### src/rtl/pcie_ltssm_multilane.sv
// Multi-lane PCIe LTSSM: timed Detect, Polling with per-lane TS counting, Configuration hold and L0.
// Optional compliance state is built in when LTSSM_COMPLIANCE_EN is defined.
module pcie_ltssm_multilane #(
    parameter int NUM_LANES       = 4,
    parameter int CLK_PER_MS      = 100000,
    parameter int DETECT_QUIET_MS = 12,
    parameter int POLL_ACTIVE_MS  = 24,
    parameter int POLL_CONFIG_MS  = 48,
    parameter int CONFIG_MS       = 24,
    parameter int TS1_TX_MIN      = 1024,
    parameter int TS_RX_REQ       = 8,
    parameter int TS2_TX_AFTER    = 16
) (
    input  logic                 clk_i,
    input  logic                 rst_i,
    input  logic [NUM_LANES-1:0] lane_detect_i,
    input  logic [NUM_LANES-1:0] rx_elec_idle_exit_i,
    input  logic [NUM_LANES-1:0] rx_ts1_i,
    input  logic [NUM_LANES-1:0] rx_ts2_i,
    input  logic                 tx_os_done_i,
    input  logic                 cfg_done_i,
    input  logic                 link_down_req_i,
    input  logic                 link_disable_i,
    output logic [2:0]           state_o,
    output logic [1:0]           tx_os_type_o,
    output logic [NUM_LANES-1:0] lanes_active_o,
    output logic                 link_up_o,
    output logic                 en_8b10b_encoder_o,
    output logic                 en_128b130b_encoder_o
);

    localparam int PW    = $clog2(CLK_PER_MS);
    localparam int TXW   = $clog2(TS1_TX_MIN + 1);
    localparam int RXW   = $clog2(TS_RX_REQ + 1);
    localparam int POSTW = $clog2(TS2_TX_AFTER + 1);

    localparam logic [PW-1:0]    PS_LAST  = PW'(CLK_PER_MS - 1);
    localparam logic [TXW-1:0]   TX_MAX   = TXW'(TS1_TX_MIN);
    localparam logic [RXW-1:0]   RX_MAX   = RXW'(TS_RX_REQ);
    localparam logic [POSTW-1:0] POST_MAX = POSTW'(TS2_TX_AFTER);
    localparam logic [5:0]       DQ_MS    = 6'(DETECT_QUIET_MS);
    localparam logic [5:0]       PA_MS    = 6'(POLL_ACTIVE_MS);
    localparam logic [5:0]       PC_MS    = 6'(POLL_CONFIG_MS);
    localparam logic [5:0]       CF_MS    = 6'(CONFIG_MS);

    typedef enum logic [2:0] {
        DQUIET  = 3'd0,
        DACTIVE = 3'd1,
        PACTIVE = 3'd2,
        PCONFIG = 3'd3,
`ifdef LTSSM_COMPLIANCE_EN
        PCOMPL  = 3'd4,
`endif
        CONFIG  = 3'd5,
        L0      = 3'd6
    } state_t;

    state_t               state_r;
    state_t               next_state_s;
    logic [PW-1:0]        prescale_r;
    logic [5:0]           ms_r;
    logic                 ms_tick_s;
    logic [TXW-1:0]       tx_cnt_r;
    logic [TXW-1:0]       tx_cnt_nxt_s;
    logic [RXW-1:0]       rx_cnt_r     [NUM_LANES];
    logic [RXW-1:0]       rx_cnt_nxt_s [NUM_LANES];
    logic [POSTW-1:0]     post_cnt_r;
    logic [POSTW-1:0]     post_cnt_nxt_s;
    logic                 ts2_seen_r;
    logic                 ts2_seen_nxt_s;
    logic [NUM_LANES-1:0] rx_pulse_s;
    logic [NUM_LANES-1:0] rx_full_s;
    logic                 all_full_s;
    logic                 tx_full_s;
    logic                 in_pactive_s;
    logic                 in_pconfig_s;
    logic [NUM_LANES-1:0] lanes_active_r;
    logic [NUM_LANES-1:0] next_mask_s;
    logic [1:0]           tx_type_nxt_s;
    logic [1:0]           tx_os_type_r;
    logic                 link_up_r;
    logic                 en_8b10b_r;

    // Counter next values; success and timeout decisions see this cycle's pulses.
    always_comb begin
        ms_tick_s    = (prescale_r == PS_LAST);
        in_pactive_s = (state_r == PACTIVE);
        in_pconfig_s = (state_r == PCONFIG);

        if (in_pactive_s) begin
            rx_pulse_s = (rx_ts1_i | rx_ts2_i) & lanes_active_r;
        end else if (in_pconfig_s) begin
            rx_pulse_s = rx_ts2_i & lanes_active_r;
        end else begin
            rx_pulse_s = {NUM_LANES{1'b0}};
        end

        for (int i = 0; i < NUM_LANES; i++) begin
            if (rx_pulse_s[i] && (rx_cnt_r[i] != RX_MAX)) begin
                rx_cnt_nxt_s[i] = rx_cnt_r[i] + RXW'(1'b1);
            end else begin
                rx_cnt_nxt_s[i] = rx_cnt_r[i];
            end
            rx_full_s[i] = (rx_cnt_nxt_s[i] == RX_MAX);
        end
        all_full_s = &(rx_full_s | ~lanes_active_r);

        if (in_pactive_s && tx_os_done_i && (tx_cnt_r != TX_MAX)) begin
            tx_cnt_nxt_s = tx_cnt_r + TXW'(1'b1);
        end else begin
            tx_cnt_nxt_s = tx_cnt_r;
        end
        tx_full_s = (tx_cnt_nxt_s == TX_MAX);

        ts2_seen_nxt_s = ts2_seen_r | (in_pconfig_s & (|(rx_ts2_i & lanes_active_r)));
        if (in_pconfig_s && ts2_seen_r && tx_os_done_i && (post_cnt_r != POST_MAX)) begin
            post_cnt_nxt_s = post_cnt_r + POSTW'(1'b1);
        end else begin
            post_cnt_nxt_s = post_cnt_r;
        end
    end

    // Next-state, lane-mask and output decode.
    always_comb begin
        next_state_s = state_r;
        next_mask_s  = lanes_active_r;
        if (link_disable_i) begin
            next_state_s = DQUIET;
        end else begin
            case (state_r)
                DQUIET: begin
                    if ((ms_r == DQ_MS) || (|rx_elec_idle_exit_i)) begin
                        next_state_s = DACTIVE;
                    end else begin
                        next_state_s = DQUIET;
                    end
                end
                DACTIVE: begin
                    if (ms_r == 6'd1) begin
                        if (lane_detect_i[0]) begin
                            next_state_s = PACTIVE;
                            next_mask_s  = lane_detect_i;
                        end else begin
                            next_state_s = DQUIET;
                        end
                    end else begin
                        next_state_s = DACTIVE;
                    end
                end
                PACTIVE: begin
                    if (tx_full_s && all_full_s) begin
                        next_state_s = PCONFIG;
                    end else if (ms_r == PA_MS) begin
                        if (tx_full_s && rx_full_s[0]) begin
                            next_state_s = PCONFIG;
                            next_mask_s  = lanes_active_r & rx_full_s;
                        end else begin
`ifdef LTSSM_COMPLIANCE_EN
                            next_state_s = PCOMPL;
`else
                            next_state_s = DQUIET;
`endif
                        end
                    end else begin
                        next_state_s = PACTIVE;
                    end
                end
                PCONFIG: begin
                    if (all_full_s && (post_cnt_nxt_s >= POST_MAX)) begin
                        next_state_s = CONFIG;
                    end else if (ms_r == PC_MS) begin
                        next_state_s = DQUIET;
                    end else begin
                        next_state_s = PCONFIG;
                    end
                end
`ifdef LTSSM_COMPLIANCE_EN
                PCOMPL: begin
                    if (|(rx_elec_idle_exit_i & lanes_active_r)) begin
                        next_state_s = PACTIVE;
                    end else begin
                        next_state_s = PCOMPL;
                    end
                end
`endif
                CONFIG: begin
                    if (cfg_done_i) begin
                        next_state_s = L0;
                    end else if (ms_r == CF_MS) begin
                        next_state_s = DQUIET;
                    end else begin
                        next_state_s = CONFIG;
                    end
                end
                L0: begin
                    if (link_down_req_i) begin
                        next_state_s = DQUIET;
                    end else begin
                        next_state_s = L0;
                    end
                end
                default: next_state_s = DQUIET;
            endcase
        end
        if (next_state_s == DQUIET) begin
            next_mask_s = {NUM_LANES{1'b0}};
        end else begin
            next_mask_s = next_mask_s;
        end

        case (next_state_s)
            PACTIVE: tx_type_nxt_s = 2'd1;
            PCONFIG: tx_type_nxt_s = 2'd2;
`ifdef LTSSM_COMPLIANCE_EN
            PCOMPL:  tx_type_nxt_s = 2'd3;
`endif
            CONFIG:  tx_type_nxt_s = 2'd1;
            default: tx_type_nxt_s = 2'd0;
        endcase
    end

    // State, timers, counters and registered outputs.
    always_ff @(posedge clk_i or posedge rst_i) begin
        if (rst_i) begin
            state_r        <= DQUIET;
            lanes_active_r <= {NUM_LANES{1'b0}};
            prescale_r     <= {PW{1'b0}};
            ms_r           <= 6'd0;
            tx_cnt_r       <= {TXW{1'b0}};
            post_cnt_r     <= {POSTW{1'b0}};
            ts2_seen_r     <= 1'b0;
            for (int i = 0; i < NUM_LANES; i++) begin
                rx_cnt_r[i] <= {RXW{1'b0}};
            end
            tx_os_type_r   <= 2'd0;
            link_up_r      <= 1'b0;
            en_8b10b_r     <= 1'b0;
        end else begin
            state_r        <= next_state_s;
            lanes_active_r <= next_mask_s;
            tx_os_type_r   <= tx_type_nxt_s;
            link_up_r      <= (next_state_s == L0);
            en_8b10b_r     <= (next_state_s >= PACTIVE) && (next_state_s <= L0);
            if (next_state_s != state_r) begin
                prescale_r <= {PW{1'b0}};
                ms_r       <= 6'd0;
                tx_cnt_r   <= {TXW{1'b0}};
                post_cnt_r <= {POSTW{1'b0}};
                ts2_seen_r <= 1'b0;
                for (int i = 0; i < NUM_LANES; i++) begin
                    rx_cnt_r[i] <= {RXW{1'b0}};
                end
            end else if (!link_disable_i) begin
                if (ms_tick_s) begin
                    prescale_r <= {PW{1'b0}};
                    if (ms_r != 6'd63) begin
                        ms_r <= ms_r + 6'd1;
                    end
                end else begin
                    prescale_r <= prescale_r + PW'(1'b1);
                end
                tx_cnt_r   <= tx_cnt_nxt_s;
                post_cnt_r <= post_cnt_nxt_s;
                ts2_seen_r <= ts2_seen_nxt_s;
                for (int i = 0; i < NUM_LANES; i++) begin
                    rx_cnt_r[i] <= rx_cnt_nxt_s[i];
                end
            end
        end
    end

    assign state_o               = state_r;
    assign tx_os_type_o          = tx_os_type_r;
    assign lanes_active_o        = lanes_active_r;
    assign link_up_o             = link_up_r;
    assign en_8b10b_encoder_o    = en_8b10b_r;
    assign en_128b130b_encoder_o = 1'b0;

endmodule

### config.mk
export PLATFORM = sky130hd
export DESIGN_NAME = pcie_ltssm_multilane
export DESIGN_NICKNAME = d
export VERILOG_FILES = /design/src/rtl/pcie_ltssm_multilane.sv
export SDC_FILE = /design/constraint.sdc
export NUM_CORES = 1
export LEC_CHECK = 0
export ABC_AREA = 1
export CAP_MARGIN = 30
export CORE_MARGIN = 4
export CORE_UTILIZATION = 45
export DETAILED_ROUTE_END_ITERATION = 8
export GPL_ROUTABILITY_DRIVEN = 0
export PLACE_DENSITY_LB_ADDON = 0.25
export SETUP_SLACK_MARGIN = 0.02
export SLEW_MARGIN = 15
export SYNTH_ARGS = -nofsm -noshare
export SYNTH_HDL_FRONTEND = slang
export SYNTH_SLANG_ARGS = --single-unit
### constraint.sdc
create_clock -name clk_i -period 2.7 [get_ports clk_i]
set_clock_uncertainty 0.1 [all_clocks]
set_input_delay 0.405 -clock clk_i [delete_from_list [all_inputs] [get_ports clk_i]]
set_output_delay 0.405 -clock clk_i [all_outputs]
set_load 0.02 [all_outputs]
==> impl_metrics.py <==
metrics = {
    "pwr": {
        "internal-power_w": 0.00178,
        "swShare_pct": 25.4,
        "p_switching_w": 0.000608,
        "p_per_area_nw_per_um2": 330,
        "power_leakage_nw": 3.47,
        "total_power_w": 0.00239,
        "vdd_drop_max_mv": 0.365,
        "power_frac_seq_pct": 42.8,
        "power_frac_comb_pct": 14.4,
        "clkPwrFrac_pct": 42.9,
    },
    "clock_tree": {
        "cts_buffer_depth": 2,
        "cts_root_buffer": "clkbuf_8",
        "hold_buffers": 0,
        "worstSkewPairLatency_ps": 350,
        "htree_levels": 3,
        "numCtsBuffers": 9,
        "clkTransAtPathRegs_ps": 80,
        "cts_sinks": 67,
        "cts_tree": "built",
    },
    "cells_and_area": {
        "synthToLayoutAreaGrowth_pct": 46.4,
        "finalNetCount": 888,
        "drive_gt1_share_pct": 35.7,
        "diodes": 0,
        "fin_cells": 995,
    },
    "grt": {
        "grt_pass1_wl_mm": 22.8,
        "grt_overflow": 0,
        "track_usage_pct": 21.8,
        "grt_max_degree": 68,
        "antenna_found_initial": 0,
        "grt_pass1_vias": 5052,
    },
    "worst_setup_path": {
        "crit_path_start_kind": "flip-flop",
        "worstPathRequired_ps": 2880,
        "worstSetupEndpointType": "flip-flop",
        "critical_path_arrival_ps": 3310,
        "path_max_fanout": 5,
        "critPathKind": "flip-flop to flip-flop",
    },
    "place": {
        "dp.final_hpwl_mm": 9.23,
        "placed_cells": 932,
        "portBuffers": 32,
    },
    "run_status": {
        "violations": "setup timing",
        "status": "finished with violations",
    },
    "floorplanning": {
        "core-area_um2": 10800,
        "die_w_um": 113,
        "dieArea_um2": 12700,
        "fp.dieH_um": 113,
        "io_pins": 34,
        "num_rows": 38,
        "start_util_pct": 45.8,
    },
    "sta": {
        "worstMarginPinSlew_ps": 762,
        "period_share_pct": 116,
        "rsz0062_at_grt": "yes",
        "hold_viol": 0,
        "maxSlewViolCount": 0,
        "fin_crit_ps": 3130,
        "max_slew_margin_pct": 49.0,
        "clock.fmax_mhz": 320,
        "final.setup.worst_slack_ps": -427,
        "setup-violations-final": 62,
    },
    "synthesis": {
        "ys_seq_area_share_pct": 33.9,
        "synth_area_um2": 4950,
        "ys_warn_count": 0,
        "ys_types": 37,
        "synth-seq-cells": 67,
        "postSynthCellCount": 689,
        "syn-num-nets": 727,
        "syn_avg_cell_area_um2": 7.18,
    },
    "routing": {
        "wl_per_cell_um": 14.7,
        "routed_wl_mm": 14.6,
        "drt_iter0_drc": 347,
        "num_vias": 5195,
        "ant_nets": 0,
        "dr.pass1.iters": 6,
        "drc": 0,
        "vias_per_cell": 5.22,
    },
    "flow_run": {
        "maxCapViolCount": 0,
    },
    "hold_path": {
        "hold_path.class": "input port to asynchronous set/reset pin",
    },
}
[cells by family after synthesis]
group           count (synthesis)  share of synthesized area [%]
buf+inv                       126                           11.5
simple gates                  414                           40.9
mux                             1                          0.202
flops                          67                           33.9
fa+ha+maj                      16                           4.05
compound gates                 42                           5.46
xor+xnor                       22                           3.90
other cells                     1                         0.0758
[routing by layer]
layer	track usage, %	part of all wire, %
met5	0	0
met3	4.06	4.8
met2	38.1	50
met1	27.1	42
met4	7.37	3.4
[final timing paths]
| check | start | endpoint | slack, ps | cells past startpoint |
|---|---|---|---|---|
| min in group clk_i | prescale_r[11] | prescale_r[11] | 520 | 2 |
| max | state_o[0] | rx_cnt_r[11] | -430 | 23 |
| max in group asynchronous | rst_i | ms_r[2] | 1860 | 3 |
| max reg2reg | state_o[0] | rx_cnt_r[11] | -430 | 23 |
| min reg2reg | prescale_r[11] | prescale_r[11] | 520 | 2 |
| min | rst_i | rx_cnt_r[3] | 350 | 3 |
[Yosys cell counts]
library cell | n | area [um2]
a2111oi_0 | 1 | 8.76
a211oi_1 | 1 | 7.51
a21oi_1 | 9 | 45.0
a22oi_1 | 2 | 15.0
a32oi_1 | 7 | 61.3
and2_1 | 1 | 6.26
buf_2 | 3 | 15.0
buf_4 | 2 | 15.0
buf_6 | 11 | 124
clkbuf_1 | 4 | 15.0
clkinv_2 | 1 | 5.00
conb_1 | 1 | 3.75
dfrtp_1 | 67 | 1680
ha_1 | 16 | 200
inv_1 | 103 | 387
inv_2 | 2 | 7.51
mux2i_1 | 1 | 10.0
nand2_1 | 189 | 709
nand2_2 | 13 | 81.3
nand3_1 | 55 | 275
nand3b_1 | 4 | 30.0
nand4_1 | 16 | 100
nor2_1 | 67 | 251
nor2_2 | 1 | 6.26
nor2_4 | 2 | 22.5
nor3_1 | 21 | 105
nor3_2 | 41 | 410
nor3b_1 | 1 | 7.51
nor4_1 | 2 | 12.5
o21ai_0 | 11 | 55.1
o21ai_1 | 1 | 5.00
o21bai_1 | 2 | 15.0
o22ai_1 | 2 | 12.5
o31ai_1 | 6 | 45.0
or3_1 | 1 | 6.26
xnor2_1 | 4 | 35.0
xor2_1 | 18 | 158
[placed cells by master (no fill, tap or decap), types with 3 or more instances in the layout]
cell type | Yosys | routed
nand2_1 | 189 | 145
buf_4 | 2 | 115
inv_1 | 103 | 98
dfrtp_1 | 67 | 67
nor2_1 | 67 | 52
nand3_1 | 55 | 52
nor3_2 | 41 | 48
nand2_2 | 13 | 45
clkdlybuf4s50_1 | 0 | 32
xor2_1 | 18 | 17
nand4_1 | 16 | 16
ha_1 | 16 | 15
nor2_2 | 1 | 13
nand2_4 | 0 | 12
nor3_4 | 0 | 11
clkbuf_8 | 0 | 9
buf_6 | 11 | 9
o21ai_0 | 11 | 8
a21oi_1 | 9 | 8
inv_2 | 2 | 7
a32oi_1 | 7 | 7
buf_12 | 0 | 7
nor2_4 | 2 | 5
xnor2_1 | 4 | 4
nand3b_1 | 4 | 4
o31ai_1 | 6 | 4
clkinv_2 | 1 | 3
o21ai_1 | 1 | 3
nor3_1 | 21 | 3
bufinv_16 | 0 | 3
clkbuf_16 | 0 | 3
[metrics by stage]
stage                     setup WS [ps]  TNS (ps)  hold WS [ps]  utilization [%]  area [um2]
final                              -427    -21460           352             67.1        7240
after floorplan                    55.6         0           458                -        4950
after global routing               -558    -30250           388             67.1        7240
after CTS                          -194     -8740           355             62.9        6780
after detailed placement           -479    -25810           482             55.9        6040
after global placement             -381    -20300           482             55.9        6040
[state kept, by name, indices dropped and copies added (netlist names), 2 cells and up]
| signal | flops |
|---|---|
| lanes_active_o | 4 |
| ms_r | 6 |
| post_cnt_r | 5 |
| prescale_r | 17 |
| rx_cnt_r | 16 |
| state_o | 3 |
| tx_cnt_r | 11 |
| tx_os_type_o | 2 |
[final cells by class]
| type | instances | area (um2) |
|---|---|---|
| clock buffers | 9 | 124 |
| clock inverters | 7 | 116 |
| fillers | 838 | 3550 |
| inverters | 106 | 399 |
| multi-input cells | 497 | 3180 |
| flip-flops and latches | 67 | 1680 |
| well taps | 140 | 175 |
| repair buffers | 169 | 1570 |
[power groups by stage]
stage                     Clock [W]  Sequential [W]  Combinational (W)
final                       0.00103         0.00102           0.000343
after CTS                   0.00104         0.00102           0.000332
after detailed placement          0         0.00104           0.000239
after global placement            0         0.00104           0.000235
after global routing        0.00109         0.00102           0.000365
after floorplan                   0         0.00104           0.000135
[repair_timing]
| action | in CTS | in global routing |
|---|---|---|
| endpoints found under the setup margin | 63 | 67 |
| buffers inserted | 30 | 14 |
| gates cloned | 3 | 5 |
| gates resized for setup | 50 | 86 |
| pin swaps | 25 | 29 |
[critical path, stage by stage, from the launching register on]
cell and delay [ps]:
dfrtp_1 470, buf_6 130, nand2_2 60, nor2_4 230, nand2_2 130, nand2_4 110, nand2_4 60, nand2_1 70
nand2_1 80, nor2_1 130, nand2_1 90, nand2_1 80, nand2_2 70, nor2_4 170, nand3_2 130, nand2_2 80
inv_2 40, nand2_4 60, nand2_2 60, nand2_2 120, nand3_4 140, buf_12 180, clkbuf_16 160, nor3_4 100
No activity file was read; power rests on OpenSTA's default activity.
